`config.mk`:
```
export PLATFORM = sky130hd
export DESIGN_NAME = instr_fetch_unit
export DESIGN_NICKNAME = d
export VERILOG_FILES = /design/src/rtl/rvs_pkg.sv /design/src/rtl/ir_split.sv /design/src/rtl/instr_fetch_unit.sv
export SDC_FILE = /design/constraint.sdc
export NUM_CORES = 1
export LEC_CHECK = 0
export ABC_AREA = 1
export CORE_MARGIN = 5
export CORE_UTILIZATION = 30
export CTS_CLUSTER_DIAMETER = 200
export CTS_CLUSTER_SIZE = 10
export DETAILED_ROUTE_END_ITERATION = 10
export SLEW_MARGIN = 10
export SYNTH_ARGS = -nofsm -noshare
export SYNTH_HDL_FRONTEND = slang
export SYNTH_SLANG_ARGS = --single-unit
```
`constraint.sdc`:
```
create_clock -name clk -period 1.9 [get_ports clk]
set_input_delay 0.285 -clock clk [delete_from_list [all_inputs] [get_ports clk]]
set_output_delay 0.285 -clock clk [all_outputs]
set_load 0.01 [all_outputs]
```
`src/rtl/rvs_pkg.sv`:
```
// Shared types and constants for the fetch stage and the opcode decoder.
// Latency: n/a (declarations only).
// Backpressure: n/a.
package rvs_pkg;

    typedef enum logic [2:0] {
        ST_IDLE  = 3'd0,
        ST_REQ   = 3'd1,
        ST_WAIT  = 3'd2,
        ST_DONE  = 3'd3,
        ST_FAULT = 3'd4
    } fetch_state_t;

    typedef enum logic [1:0] {
        CAUSE_NONE     = 2'd0,
        CAUSE_MISALIGN = 2'd1,
        CAUSE_BUS      = 2'd2,
        CAUSE_TIMEOUT  = 2'd3
    } fault_cause_t;

    localparam logic [6:0] OP_R     = 7'h33;
    localparam logic [6:0] OP_I     = 7'h13;
    localparam logic [6:0] OP_LOAD  = 7'h03;
    localparam logic [6:0] OP_STORE = 7'h23;
    localparam logic [6:0] OP_JALR  = 7'h67;

    // addi x0, x0, 0
    localparam logic [31:0] NOP_INSN = 32'h0000_0013;

endpackage

```
`src/rtl/ir_split.sv`:
```
// Slices an instruction word into its RV32 register/opcode fields.
// Latency: purely combinational.
// Backpressure: none.
module ir_split (
    input  logic [31:0] ir,
    output logic [6:0]  opcode,
    output logic [4:0]  rd,
    output logic [4:0]  rs1,
    output logic [4:0]  rs2,
    output logic [2:0]  funct3
);

    always_comb begin
        opcode = ir[6:0];
        rd     = ir[11:7];
        funct3 = ir[14:12];
        rs1    = ir[19:15];
        rs2    = ir[24:20];
    end

endmodule

```
`src/rtl/instr_fetch_unit.sv`:
```
// Fetch stage: owns PC and IR, runs one imem read per fetch_req, reports done or sticky fault.
// Latency: fetch_req to fetch_done is 3 cycles with a zero-wait ack, +1 per wait cycle.
// Backpressure: imem_req held with stable address until imem_ack or MAX_WAIT timeout.
module instr_fetch_unit
    import rvs_pkg::*;
#(
    parameter int              XLEN     = 32,
    parameter logic [XLEN-1:0] RESET_PC = {XLEN{1'b0}},
    parameter int              MAX_WAIT = 15
) (
    input  logic            clk,
    input  logic            rst_n,
    input  logic            fetch_req,
    input  logic            pc_load,
    input  logic [XLEN-1:0] pc_target,
    output logic            imem_req,
    output logic [XLEN-1:0] imem_addr,
    input  logic            imem_ack,
    input  logic [31:0]     imem_rdata,
    input  logic            imem_err,
    output logic            fetch_done,
    output logic            fault,
    output logic [1:0]      fault_cause,
    output logic [31:0]     ir,
    output logic [6:0]      opcode,
    output logic [4:0]      rd,
    output logic [4:0]      rs1,
    output logic [4:0]      rs2,
    output logic [2:0]      funct3,
    output logic [XLEN-1:0] pc_out,
    output logic [XLEN-1:0] pc_plus4
);

    localparam logic [7:0] WAIT_LAST = 8'(MAX_WAIT - 1);

    fetch_state_t    state;
    fault_cause_t    cause;
    logic [XLEN-1:0] pc;
    logic [XLEN-1:0] pc_ir;
    logic [31:0]     ir_q;
    logic            pend_vld;
    logic [XLEN-1:0] pend_tgt;
    logic [7:0]      wait_cnt;

    always_ff @(posedge clk or negedge rst_n) begin
        if (!rst_n) begin
            state    <= ST_IDLE;
            cause    <= CAUSE_NONE;
            pc       <= RESET_PC;
            pc_ir    <= RESET_PC;
            ir_q     <= NOP_INSN;
            pend_vld <= 1'b0;
            pend_tgt <= '0;
            wait_cnt <= '0;
        end else begin
            case (state)
                ST_IDLE: begin
                    if (pc_load) begin
                        pc <= pc_target;
                    end
                    // Alignment is judged on the PC as it stands this cycle.
                    if (fetch_req) begin
                        if (pc[1:0] != 2'b00) begin
                            state <= ST_FAULT;
                            cause <= CAUSE_MISALIGN;
                        end else begin
                            state <= ST_REQ;
                        end
                    end
                end
                ST_REQ: begin
                    wait_cnt <= '0;
                    state    <= ST_WAIT;
                    if (pc_load) begin
                        pend_vld <= 1'b1;
                        pend_tgt <= pc_target;
                    end
                end
                ST_WAIT: begin
                    if (pc_load) begin
                        pend_vld <= 1'b1;
                        pend_tgt <= pc_target;
                    end
                    // An ack arriving on the timeout cycle still completes the fetch.
                    if (imem_ack) begin
                        if (imem_err) begin
                            state <= ST_FAULT;
                            cause <= CAUSE_BUS;
                        end else begin
                            ir_q  <= imem_rdata;
                            pc_ir <= pc;
                            pc    <= pc + XLEN'(4);
                            state <= ST_DONE;
                        end
                    end else if (wait_cnt == WAIT_LAST) begin
                        state <= ST_FAULT;
                        cause <= CAUSE_TIMEOUT;
                    end else begin
                        wait_cnt <= wait_cnt + 8'd1;
                    end
                end
                ST_DONE: begin
                    state    <= ST_IDLE;
                    pend_vld <= 1'b0;
                    if (pc_load) begin
                        pc <= pc_target;
                    end else if (pend_vld) begin
                        pc <= pend_tgt;
                    end
                end
                ST_FAULT: begin
                    state <= ST_FAULT;
                end
                default: begin
                    state <= ST_IDLE;
                end
            endcase
        end
    end

    always_comb begin
        imem_req    = (state == ST_REQ) || (state == ST_WAIT);
        imem_addr   = pc;
        fetch_done  = (state == ST_DONE);
        fault       = (state == ST_FAULT);
        fault_cause = cause;
        ir          = ir_q;
        pc_out      = pc_ir;
        pc_plus4    = pc_ir + XLEN'(4);
    end

    ir_split u_ir_split (
        .ir     (ir_q),
        .opcode (opcode),
        .rd     (rd),
        .rs1    (rs1),
        .rs2    (rs2),
        .funct3 (funct3)
    );

endmodule

```
# Word level (Yosys, flattened, before mapping)
# Index checks and enable logic that the tools add are counted.
[word_totals] reg_bits=142 latchBits=0 ram_bits=0 rom_bits=0 input_bits=70 out_inout_bits=158 wordCells=66 memories=0
[classes] n_addsub=3 n_mul=0 div=0 magnitude_cmp=0 n_eq_ne=16 n_shift=0 mux=23 bitwise=1 n_reduce_logical=15
[ops] op="two-way mux 32 bit" count=5
[ops] op="one-hot mux 32 bit (3 select lines)" count=1
[ops] op="adder 32 x 3 -> 32 bit (second input constant)" count=2
[ops] op="two-way mux 8 bit" count=2
[ops] op="one-hot mux 8 bit (2 select lines)" count=1
[ops] op="two-way mux 3 bit" count=5
[ops] op="inequality test 2 bit (second input constant)" count=7
[ops] op="one-hot mux 3 bit (4 select lines)" count=1
[ops] op="two-way mux 2 bit" count=5
[ops] op="AND reduction 5 bit" count=2
[ops] op="adder 8 x 1 -> 8 bit (second input constant)" count=1
[ops] op="equality test 8 x 4 -> 1 bit (second input constant)" count=1
[ops] op="nonzero test 2 bit" count=4
[ops] op="equality test 3 x 2 -> 1 bit (second input constant)" count=2
[ops] op="inequality test 3 bit (second input constant)" count=2
[ops] op="AND reduction 2 bit" count=3
[ops] op="AND reduction 3 bit" count=2
[ops] op="one-hot mux 2 bit (2 select lines)" count=1
[ops] op="equality test 3 x 1 -> 1 bit (second input constant)" count=1
[ops] op="equality test 3 bit (second input constant)" count=1
[ops] op="logical NOT 3 bit" count=1
[ops] op="inequality test 3 x 2 -> 1 bit (second input constant)" count=1
[ops] op="nonzero test 3 bit" count=1
[ops] op="inequality test 2 x 1 -> 1 bit (second input constant)" count=1
[ops] op="other kinds (5)" count=5

# Depth between registers and ports, before layout
# Gate-level depths: netlist of the first run.
[logic_depth] depth_word=4 mapped_depth=11 depth_no_buf=10

# Cells and area by module
# From an unflattened synthesis of the first run, not the netlist that was laid out.
[hier_totals] cells_unflattened=1143 area_unflattened_um2=8147.8
[by_module_without_submodules] module="instr_fetch_unit" instances=1 cells_per_inst=1118 area_each_um2=7960.1 seq_area_each_um2=3557.2
[by_module_without_submodules] module="ir_split" instances=1 cells_per_inst=25 area_each_um2=187.7 seq_area_each_um2=0.0

# Worst setup path after synthesis of the first run
# OpenSTA, ideal clock, no wires.
[synth_timing] path_kind="reg-to-output" start="reg pc_ir[3] (netlist: pc_out[3])" end="out pc_plus4[30]" arrival_ns=1.558 t_required_ns=1.615 slack_ns=0.057 stages_incl_launch_ff=8 path_buffers=0 cell_sequence="dfrtp_1 ha_1 inv_1 nor3_1 inv_1 nor2_1 nand3b_1 xnor2_1"
[synth_via] elab_chain_len=1
[synth_lines] item="from (decl)" line="instr_fetch_unit.sv:39" source="logic [XLEN-1:0] pc_ir;"
[synth_lines] item="from (signal assigned)" line="instr_fetch_unit.sv:91" source="pc_ir <= pc;"
[synth_lines] item="adder 32 x 3 -> 32 bit" line="instr_fetch_unit.sv:129" source="pc_plus4 = pc_ir + XLEN'(4);"
[synth_lines] item="to (decl)" line="instr_fetch_unit.sv:31" source="output logic [XLEN-1:0] pc_plus4"
# No other way between the ends.

# Worst setup path after layout of the first run
[layout_timing] start="reg pc_ir[6] (netlist: pc_out[6])" end="out pc_plus4[29]"
# The elaborated chain is that of the path after synthesis.

==> results summary, run 1 <==
The HPWL after detailed placement is 21.7 mm. The count of cells along the worst register-to-register path came out at 12. The number of buffers and inverters on the critical path is 2.

The filler cells instantiated in the layout total 2592. The sequential group share of total power came out at 28.7%. The netlist area before placement came out at 8120 um2. The most numerous cell type found on the critical path is nand2_1. 228 I/O pins were placed. Summing the areas of all xor and xnor instances in the mapped netlist gives 3.02% of the synthesized area. The via count normalized by instance count is 4.69. Counting every sink on the clock net gives 142. Cell internal power was estimated by the tool at 12.2 mW.

In this run the standard cell core region covers 26800 um2. The routed design has 28.4 mm of wire. The final design area excluding fillers came out at 12700 um2. The violation count after the first detailed-route iteration came out at 557. The maximum clock insertion buffer count is 2. The via count of the first global-routing pass is 8114.

The origin of the critical flop-to-flop path is state[2]. For the worst setup path, the data required time is 1620 ps. The net switching power is 7.80 mW. The share of the synthesized area in the top cell type is 42.8%. Broken down by cell family, the worst path's largest delay share belongs to simple AND/OR/NAND/NOR gates. The first-pass detailed-route iteration total is 5. The initial antenna violation count came out at 0. The clock network fraction of design power came out at 18.1%. The time the worst path needs with I/O delays and setup came out at 2150 ps. The root buffer cell chosen for the clock tree is clkbuf_16. The signed area change from the synthesized netlist to the final layout came out at 56.7%. The post-synthesis compound-gate area fraction is 8.55%.

The share of synthesized area occupied by flip-flops and latches came out at 43.8%. The footprint of the flip-flops and latches came out at 3560 um2. The library cell occupying the most area in the post-synthesis netlist is dfrtp_1. By startpoint and endpoint, the worst setup path is classified as flip-flop to primary output. Global routing used 17.7% of the available tracks. The clock arrives with 15.3 ps of skew. The detail-routed net length per standard cell came out at 15.9 um. The clock slew at the register clock pins of the worst setup and hold paths is 60 ps. In this run the critical register-to-register path is captured at imem_addr[15]. By area the synthesized netlist is led by dfrtp_1 43%, nand2_1 19%, o21ai_0 4.6%. The maximum vdd drop is 0.000603 V. Once the floorplan was initialized, standard cells occupied 30.3% of the core. The die extent in x is 175 um. During synthesis, Yosys emitted a total of 0 warnings.

The die covers 30500 um2. The clock latency at the later pin of the worst-skew pair came out at 420 ps. For this run, the leading register cell type out of synthesis is dfrtp_1.

Setup repair after global routing could not meet its margin everywhere. Detailed routing inserted a total of 8397 vias. The diode insertion count for antenna repair came out at 0.

The total overflow reported by the global router is 0. The fmax came out at 465 MHz. The overall die height came out at 175 um.

The arrival time reported for the critical path endpoint is 1870 ps. Counting flops and latches in the post-synthesis netlist gives 142. The count of port buffers added during placement came out at 227. The checks that failed: setup timing. The largest stage delay on the critical path came out at 420 ps. Entering global routing, the biggest net connects 47 pins. The flop-to-flop setup slack is 30 ps. The CTS tree is built.

The post-synthesis simple-gate area fraction came out at 31.2%. Of the post-synthesis cell area, the part taken by muxes is 3.24%. At the end of routability-driven placement, the weighted congestion stood at 0.910. The measured slew at the worst slew-check pin came out at 477 ps. The worst setup path is launched from a flip-flop.

Setup violations remaining at the end of the flow were counted as 24. The number of nets still failing antenna checks after routing came out at 0. The run finished, with violations left. The worst path uses 113% of the clock period. The synthesized netlist cell count came out at 1098. The number of distinct library cells after synthesis is 38. The post-place instance area came out at 11400 um2.

The DRC violation count after routing came out at 0. The mean instance size in the synthesized netlist came out at 7.40 um2. The number of H-tree levels is 4. For this run, asynchronously set or reset flops after synthesis account for 100%. The combined area of the multi-input logic cells is 4200 um2. For this design the static power due to leakage is 6.26 nW.

The number of nets at the end of the flow is 1509. Following the worst setup path forward leads to its endpoint at pc_plus4[29]. The number of placement rows is 60.

The setup slack of the critical path after layout came out at -250 ps. Counting flops with a built-in enable in the synthesized netlist gives 0. After synthesis, the largest family of logic cells by area is simple AND/OR/NAND/NOR gates. The number of slew-limit violations in the final report came out at 0. The number of max-cap violations came out at 0. The largest individual stage delay along the critical path comes from the cell dfrtp_1. Cells with a size suffix above 1 make up 23.5% of the layout. The number of hold-slack violations in the final timing report is 0. After synthesis, the most frequently instantiated cells are 406 x nand2_1, 139 x dfrtp_1, 96 x nor2_1, 94 x inv_1, 75 x o21ai_0. The min-delay analysis places its worst path in the category input pin to async pin. The number of gates on the worst path with buffers counted is 8. The arithmetic-cell share of the synthesized area counting full adders, half adders and majority gates is 0.616%.

Setup total negative slack on the finished layout was measured at -4280 ps. The normalized max-slew margin is 67.9%. The number of nets handed over by synthesis was 1172.

The largest fanout of any net on the critical path came out at 3. Of the total power, the share spent switching nets is 39.1%. The most critical setup path has its startpoint at pc_out[6]. The most numerous cell in the Yosys netlist is nand2_1.

Combinational logic burns 53.2% of the power. The power density of the placed cells came out at 1570 nW/um2. The critical path goes through nand2_2 > nor2_4 > buf_4 > nand2_1 > nor2_2 > nand2_1 > xnor2_1 > buf_2. The wire length of the first global-routing pass came out at 43.6 mm.

The worst setup path is captured at a primary output. Clock tree synthesis inserted a total of 17 buffers.
-- power groups by stage --
stage                     sequential (mW)  clock (mW)  combinational (mW)
after floorplan                      5.92           0                4.09
after global placement               5.66           0                9.76
after detailed placement             5.73           0                9.87
after CTS                            5.67        3.72                9.91
after global routing                 5.93        3.84                11.5
final                                5.73        3.62                10.6
-- cells in the final DEF (no fill, tap or decap), drive strengths merged, types with 4 or more instances in the layout --
cell,netlist,final
a22oi,12,12
mux2,19,19
a21oi,16,16
xor2,19,19
clkdlybuf4s50,0,181
dfrtp,139,139
o21ai,77,77
clkbuf,14,23
clkinv,0,6
nand3,69,69
buf,51,182
nand2,410,410
inv,97,98
xnor2,9,9
ha,4,4
bufinv,0,4
nor2,98,98
nor3,18,18
nand4,19,19
dlygate4sd2,0,7
dlymetal6s2s,0,8
o211ai,12,12
-- flip-flops by register name (all words and copies together) (netlist names) --
name	flops
pc_out	32
pend_tgt	32
pend_vld	1
wait_cnt	8
ir	32
fault_cause	2
imem_addr	32
state	3
-- cell families (layout without fill, tap and decap cells) --
group / Yosys count / after routing
compound gates: 123 / 123
simple gates: 620 / 620
mux: 19 / 19
xor+xnor: 28 / 28
fa+ha+maj: 4 / 4
flops: 142 / 142
buf+inv: 162 / 512
-- through the flow --
stage / setup slack (ps) / hold slack (ps) / std cells / total power [mW] / util (%)
floorplan: 56.5 / -10.6 / 1098 / 10.0 / -
global placement: -330 / 273 / 1721 / 15.4 / 42.7
detailed placement: -330 / 258 / 1721 / 15.6 / 42.7
CTS: -288 / 364 / 1771 / 19.3 / 45.6
global route: -348 / 388 / 1789 / 21.3 / 47.5
finish: -250 / 362 / 1789 / 20.0 / 47.5
-- final cells by class --
type                       count  share of cell area (%)
tap                          341                    3.35
clock inverter                12                    1.45
inverter                      97                    2.92
timing repair buffer         383                    27.7
multi-input combinational    794                    33.0
sequential                   142                    28.0
clock buffer                  20                    3.59
-- repair_timing --
item / 4_1_cts / 5_1_grt
hold endpoints to repair: 42 / 0
hold buffers: 1 / 0
setup buffers: 17 / 16
pin swaps: 21 / 38
gates resized for setup: 154 / 109
cloned: 0 / 2
setup endpoints to repair: 36 / 119
-- worst register-to-register path, stage by stage, from the launching register on --
cell and delay [ps]:
dfrtp_2 460, inv_4 60, nand2_4 90, nor2_4 50, buf_6 120, buf_6 120, o21ai_4 70, nand4_1 130
buf_6 150, buf_4 150, clkbuf_16 170, nor2_2 130, a21boi_1 70
-- per-layer routing --
layer	GRT usage, %	share of wire [%]
met1	23.9	45
met4	4.55	1.8
met5	0	0
met3	4.55	6.7
met2	28.6	47
-- worst min path at each step --
| stage | endpoint | slack, ps | depth (start not counted) |
|---|---|---|---|
| floorplan | fault_cause[0] | -10 | 0 |
| global placement | state[1] | 270 | 1 |
| detailed placement | state[1] | 260 | 1 |
| CTS | ir[4] | 360 | 3 |
| global route | ir[0] | 390 | 3 |
| finish | state[1] | 360 | 2 |
No activity file was read; power rests on OpenSTA's default activity.
==> run 2, diff against run 1 <==
CORE_MARGIN = 8   (was 5)
SLEW_MARGIN = 20   (was 10)
==> results summary, run 2 (same netlist as run 1, synthesis figures left out) <==
CP cell instances: buf_6 > nand2_4 > nor2_4 > nand2_2 > nor3_2 > buf_4 > nand2_2 > xnor2_1 > buf_2 (was nand2_2 > nor2_4 > buf_4 > nand2_1 > nor2_2 > nand2_1 > xnor2_1 > buf_2). The cell family with the largest share of critical-path delay is buffers and inverters (was simple AND/OR/NAND/NOR gates). The number of H-tree levels came to 4 (unchanged). The most common cell after layout, fill and taps aside is nand2_1 (unchanged).

The diode insertion count for antenna repair came to 0 (unchanged). The worst setup path category is flip-flop to primary output (unchanged). The time the worst path needs with I/O delays and setup came out at 2130 ps (was 2150 ps).

The capturing element type of the critical path was a primary output (unchanged). The violation count after the first detailed-route iteration is 638 (was 557). The signed area change from the synthesized netlist to the final layout came out at 55.6% (was 56.7%). The buffer and inverter count on the worst path is 3 (was 2). The initial antenna violation count came out at 0 (unchanged). The number of nets at the end of the flow is 1502 (was 1509). The total negative slack is -3890 ps (was -4280 ps). The total overflow reported by the global router is 0 (unchanged). The maximum clock insertion buffer count came out at 2 (unchanged). The path category of the worst min-delay check is input pin to async pin (unchanged).

The number of placement rows came out at 60 (unchanged). The fmax came out at 469 MHz (was 465 MHz). The cell at the root of the clock tree is clkbuf_16 (unchanged). The starting density of the core is 30.3% (unchanged).

The overall die height was 181 um (was 175 um). Commonest cells after routing, fill and taps aside: 388 x nand2_1, 184 x clkdlybuf4s50_1, 132 x dfrtp_1, 119 x buf_4, 88 x inv_1 (was 387 x nand2_1, 181 x clkdlybuf4s50_1, 134 x dfrtp_1, 128 x buf_4, 87 x inv_1). The pin count of the biggest net entering global routing is 49 (was 47).

The count of final setup violators was 33 (was 24). The slowest library cell on the worst path is dfrtp_1 (unchanged). The number of slew-limit violations in the final report came to 0 (unchanged).

The startpoint kind of the worst setup timing path was a flip-flop (unchanged). The detailed-route wire length is 29.1 mm (was 28.4 mm). The first-pass detailed-route iteration total came out at 5 (unchanged).

The non-filler instance count after layout came out at 1782 (was 1789). The final design utilization came out at 47.2% (was 47.5%). The number of max-cap violations came out at 0 (unchanged). The measured slew at the worst slew-check pin came out at 364 ps (was 477 ps).

The number of top-level design ports was 228 (unchanged). The most repeated library cell on the critical path was nand2_2 (was nand2_1). The post-place instance area came out at 11300 um2 (was 11400 um2). The power consumption came to 19.7 mW (was 20.0 mW). The die extent in x is 181 um (was 175 um).

Setup repair after global routing missed its margin: true (unchanged). The number of nets still failing antenna checks after routing came out at 0 (unchanged). The via count of the first global-routing pass is 7970 (was 8114). The arrival time reported for the critical path endpoint came out at 1850 ps (was 1870 ps). The largest fanout of any net on the critical path came out at 4 (was 3). Failing checks: setup timing (unchanged). The worst hold margin came out at 307 ps (was 362 ps). The power density of the placed cells is 1560 nW/um2 (was 1570 nW/um2).

The area of the core was 26800 um2 (unchanged). The largest stage delay on the critical path came out at 440 ps (was 420 ps). The critical path data required time is 1620 ps (about the same). Status: finished with violations (unchanged). The normalized max-slew margin came to 75.6% (was 67.9%). The number of hold-slack violations in the final timing report came out at 0 (unchanged). The clock slew at the register clock pins of the worst setup and hold paths came out at 70 ps (was 60 ps). The final design area excluding fillers is 12600 um2 (was 12700 um2). The setup slack of the critical path after layout came out at -232 ps (was -250 ps).

The via count normalized by instance count is 4.73 (was 4.69). The final weighted congestion in routability-driven placement came out at 0.904 (was 0.910). The CTS tree is built (unchanged). The number of clock buffers inserted by TritonCTS is 17 (unchanged). The TritonCTS sink count came out at 142 (unchanged). The worst setup path startpoint is pc_out[12] (was pc_out[6]). The fraction of the cycle the final worst path needs came to 112% (was 113%).

The count of port buffers added during placement came out at 227 (unchanged). The DRC violation count after routing came out at 0 (unchanged). The fraction of final layout cells with drive strength greater than 1 was 23.9% (was 23.5%).

The count of placed standard cells including taps came out at 1710 (was 1721). The area enclosed by the die boundary is 32600 um2 (was 30500 um2). The wire length of the first global-routing pass is 44.4 mm (was 43.6 mm). The maximum vdd drop is 0.000631 V (was 0.000603 V). The leakage power summed over all cells came out at 6.09 nW (was 6.26 nW).

The total via count after detailed routing came out at 8435 (was 8397). The detail-routed net length per standard cell is 16.3 um (was 15.9 um). The clock skew after layout came to 16.1 ps (was 15.3 ps).

The post-placement worst setup slack is -358 ps (was -330 ps). The HPWL after detailed placement is 22.0 mm (was 21.7 mm). The clock latency at the later pin of the worst-skew pair was 420 ps (about the same). The origin of the critical flop-to-flop path was state[1] (was state[2]). The global-route usage over all layers came out at 16.9% (was 17.7%).
==> run 2: changes by cell type in the layout (fill, tap and decap cells not counted), sizes merged <==
| cell | before | now |
|---|---|---|
| clkinvlp | 1 | 2 |
| clkbuf | 23 | 25 |
| inv | 98 | 99 |
| buf | 182 | 176 |
| dlygate4sd2 | 7 | 2 |
| bufinv | 4 | 2 |
| clkdlybuf4s50 | 181 | 184 |
| dlymetal6s2s | 8 | 7 |
==> run 2: final timing paths <==
| check | cells past startpoint | end | slack, ps |
|---|---|---|---|
| max reg2reg | 11 | imem_addr[7] | -50 |
| min reg2reg | 2 | ir[29] | 470 |
| min | 2 | wait_cnt[4] | 310 |
| max | 9 | pc_plus4[31] | -230 |
| min in group clk | 3 | ir[1] | 390 |
| max in group asynchronous | 3 | ir[0] | 930 |
==> run 2: area by class of cell <==
class	count	area (um2)
Clock buffer	20	447
Clock inverter	12	138
Inverter	97	369
Timing Repair Buffer	376	3470
Multi-Input combinational cell	794	4220
Tap cell	341	427
Fill cell	2621	14200
Sequential cell	142	3570
==> run 2: metal layers <==
layer	track usage, %	part of all wire [%]	vias up
met3	4.58	6.6	38
met4	4.76	2.2	0
met2	27.0	47	278
li1	-	-	4148
met5	0	0	-
met1	22.2	45	3971
==> run 2: repair_timing <==
action | in CTS | in global routing
endpoints found under the setup margin | 34 | 130
hold buffers | 1 | 0
cloned | 0 | 3
buffers inserted | 15 | 22
gates resized for setup | 176 | 107
pin swaps | 29 | 46
endpoints found under the hold margin | 28 | 0
==> run 2: power breakdown <==
group	internal (mW)	total (mW)	leakage [nW]	switching, mW
Sequential	4.39	5.74	1.76	1.35
Clock	1.98	3.32	0.281	1.34
Combinational	5.46	10.7	4.05	5.22
==> run 3, diff against run 2 <==
SKIP_CTS_REPAIR_TIMING = 1   (was not set)
==> results summary, run 3 (same netlist as run 1, synthesis figures left out) <==
Status: finished with violations (unchanged). Failing checks: setup timing (unchanged). The initial antenna violation count is 0 (unchanged). The number of nets still failing antenna checks after routing is 0 (unchanged).

The power density of the placed cells was 1550 nW/um2 (was 1560 nW/um2). The via count normalized by instance count came out at 4.66 (was 4.73). The number of placement rows came out at 60 (unchanged). The largest fanout of any net on the critical path came out at 4 (unchanged). The violation count after the first detailed-route iteration is 615 (was 638). The TritonCTS sink count was 142 (unchanged). The number of max-cap violations came to 0 (unchanged). The cell at the root of the clock tree is clkbuf_16 (unchanged). The clock slew at the register clock pins of the worst setup and hold paths came out at 70 ps (about the same).

The HPWL after detailed placement came to 22.0 mm (unchanged). The total overflow reported by the global router came to 0 (unchanged). The count of final setup violators is 25 (was 33). The number of H-tree levels is 4 (unchanged).

The detailed-route wire length came to 28.6 mm (was 29.1 mm). The DRC violation count after routing is 0 (unchanged). The overall die height is 181 um (unchanged).

The time the worst path needs with I/O delays and setup came out at 2170 ps (was 2130 ps). The startpoint kind of the worst setup timing path was a flip-flop (unchanged). The wire length of the first global-routing pass came out at 43.7 mm (was 44.4 mm). The normalized max-slew margin is 74.9% (was 75.6%).

The path category of the worst min-delay check is input pin to async pin (unchanged). The global-route usage over all layers came out at 16.7% (was 16.9%). The critical path data required time came out at 1620 ps (about the same).

The starting density of the core was 30.3% (unchanged). The die extent in x is 181 um (unchanged). The arrival time reported for the critical path endpoint is 1880 ps (was 1850 ps).

The number of top-level design ports was 228 (unchanged). The fraction of final layout cells with drive strength greater than 1 came out at 20.3% (was 23.9%). The via count of the first global-routing pass is 7846 (was 7970). The number of hold-slack violations in the final timing report came out at 0 (unchanged). The capturing element type of the critical path is a primary output (unchanged). The first-pass detailed-route iteration total is 5 (unchanged). The signed area change from the synthesized netlist to the final layout is 52.0% (was 55.6%). The detail-routed net length per standard cell is 16.2 um (was 16.3 um).

The most common cell after layout, fill and taps aside was nand2_1 (unchanged). The fmax is 461 MHz (was 469 MHz). The measured slew at the worst slew-check pin is 373 ps (was 364 ps). The number of fillers in the final layout came out at 2658 (was 2621). The number of nets at the end of the flow is 1487 (was 1502). The pin count of the biggest net entering global routing came out at 49 (unchanged). The maximum vdd drop is 0.000632 V (was 0.000631 V).

The total via count after detailed routing was 8240 (was 8435). The area enclosed by the die boundary came out at 32600 um2 (unchanged). The fraction of the cycle the final worst path needs came to 114% (was 112%).

The diode insertion count for antenna repair is 0 (unchanged). The number of slew-limit violations in the final report was 0 (unchanged). Setup repair after global routing missed its margin: true (unchanged).

The count of port buffers added during placement came out at 227 (unchanged). The total negative slack came out at -4020 ps (was -3890 ps). The worst setup path category was flip-flop to primary output (unchanged).

The clock skew after layout came out at 14.8 ps (was 16.1 ps). The final weighted congestion in routability-driven placement is 0.904 (unchanged). The clock latency at the later pin of the worst-skew pair came out at 420 ps (about the same). The CTS tree was built (unchanged). The area of the core came to 26800 um2 (unchanged). The setup slack of the critical path after layout came out at -267 ps (was -232 ps). The number of clock buffers inserted by TritonCTS is 17 (unchanged).

The maximum clock insertion buffer count came out at 2 (unchanged). The leakage power summed over all cells was 6.03 nW (was 6.09 nW). The power consumption is 19.2 mW (was 19.7 mW). Commonest cells after routing, fill and taps aside: 392 x nand2_1, 185 x clkdlybuf4s50_1, 131 x dfrtp_1, 115 x buf_4, 88 x inv_1 (was 388 x nand2_1, 184 x clkdlybuf4s50_1, 132 x dfrtp_1, 119 x buf_4, 88 x inv_1).
-- run 3: changes by cell type in the layout (fill, tap and decap cells not counted), sizes merged --
cell	before	now
clkbuf	25	24
clkdlybuf4s50	184	185
dlygate4sd2	2	0
buf	176	156
dlymetal6s2s	7	15
clkdlybuf4s15	1	0
-- run 3: worst paths after layout --
path                          startpoint       endpoint  slack [ps]  depth (start not counted)
hold / removal                     rst_n    wait_cnt[4]         310                          2
setup / recovery               pc_out[6]   pc_plus4[23]        -270                          8
max in group asynchronous          rst_n          ir[0]         930                          3
setup reg to reg                state[2]  imem_addr[18]          70                         11
hold reg to reg                   ir[29]         ir[29]         470                          2
min in group clk           imem_rdata[1]          ir[1]         390                          3
-- run 3: cell type report --
cell class / count / area, um2 / area share [%]
Multi-Input combinational cell: 794 / 4040 / 32.7
Tap cell: 341 / 427 / 3.46
Clock inverter: 12 / 138 / 1.11
Clock buffer: 20 / 447 / 3.62
Timing Repair Buffer: 361 / 3360 / 27.2
Sequential cell: 142 / 3570 / 28.9
Inverter: 97 / 369 / 2.99
-- run 3: report_power, final --
group	switching, mW	internal (mW)	total, mW
clock network	1.34	1.98	3.32
registers	1.35	4.39	5.74
logic	4.91	5.20	10.1
total	7.60	11.6	19.2
-- run 3: worst max-delay path, stage by stage (launching register included) --
cell	delay [ps]
dfrtp_1	430
nand2_2	120
nor2_4	130
nand2_1	90
nor2_2	160
nand3_2	110
nor2_2	110
xor2_1	160
buf_2	150
-- run 3: metrics by stage --
step | util, % | hold WS, ps | std cells | cell area (um2) | setup slack, ps
floorplan | - | -10.6 | 1098 | 8120 | 56.5
global placement | 42.3 | 192 | 1710 | 11300 | -247
detailed placement | 42.3 | 193 | 1710 | 11300 | -358
CTS | 44.4 | -263 | 1742 | 11900 | -819
global route | 46.1 | 318 | 1767 | 12300 | -379
finish | 46.1 | 308 | 1767 | 12300 | -267
-- run 3: layer usage --
layer	up-vias	GRT usage, %	wire, um
met1	3835	21.8	13200
li1	4113	-	-
met3	33	4.70	1690
met5	-	0	0
met4	0	4.83	562
met2	259	26.5	13100
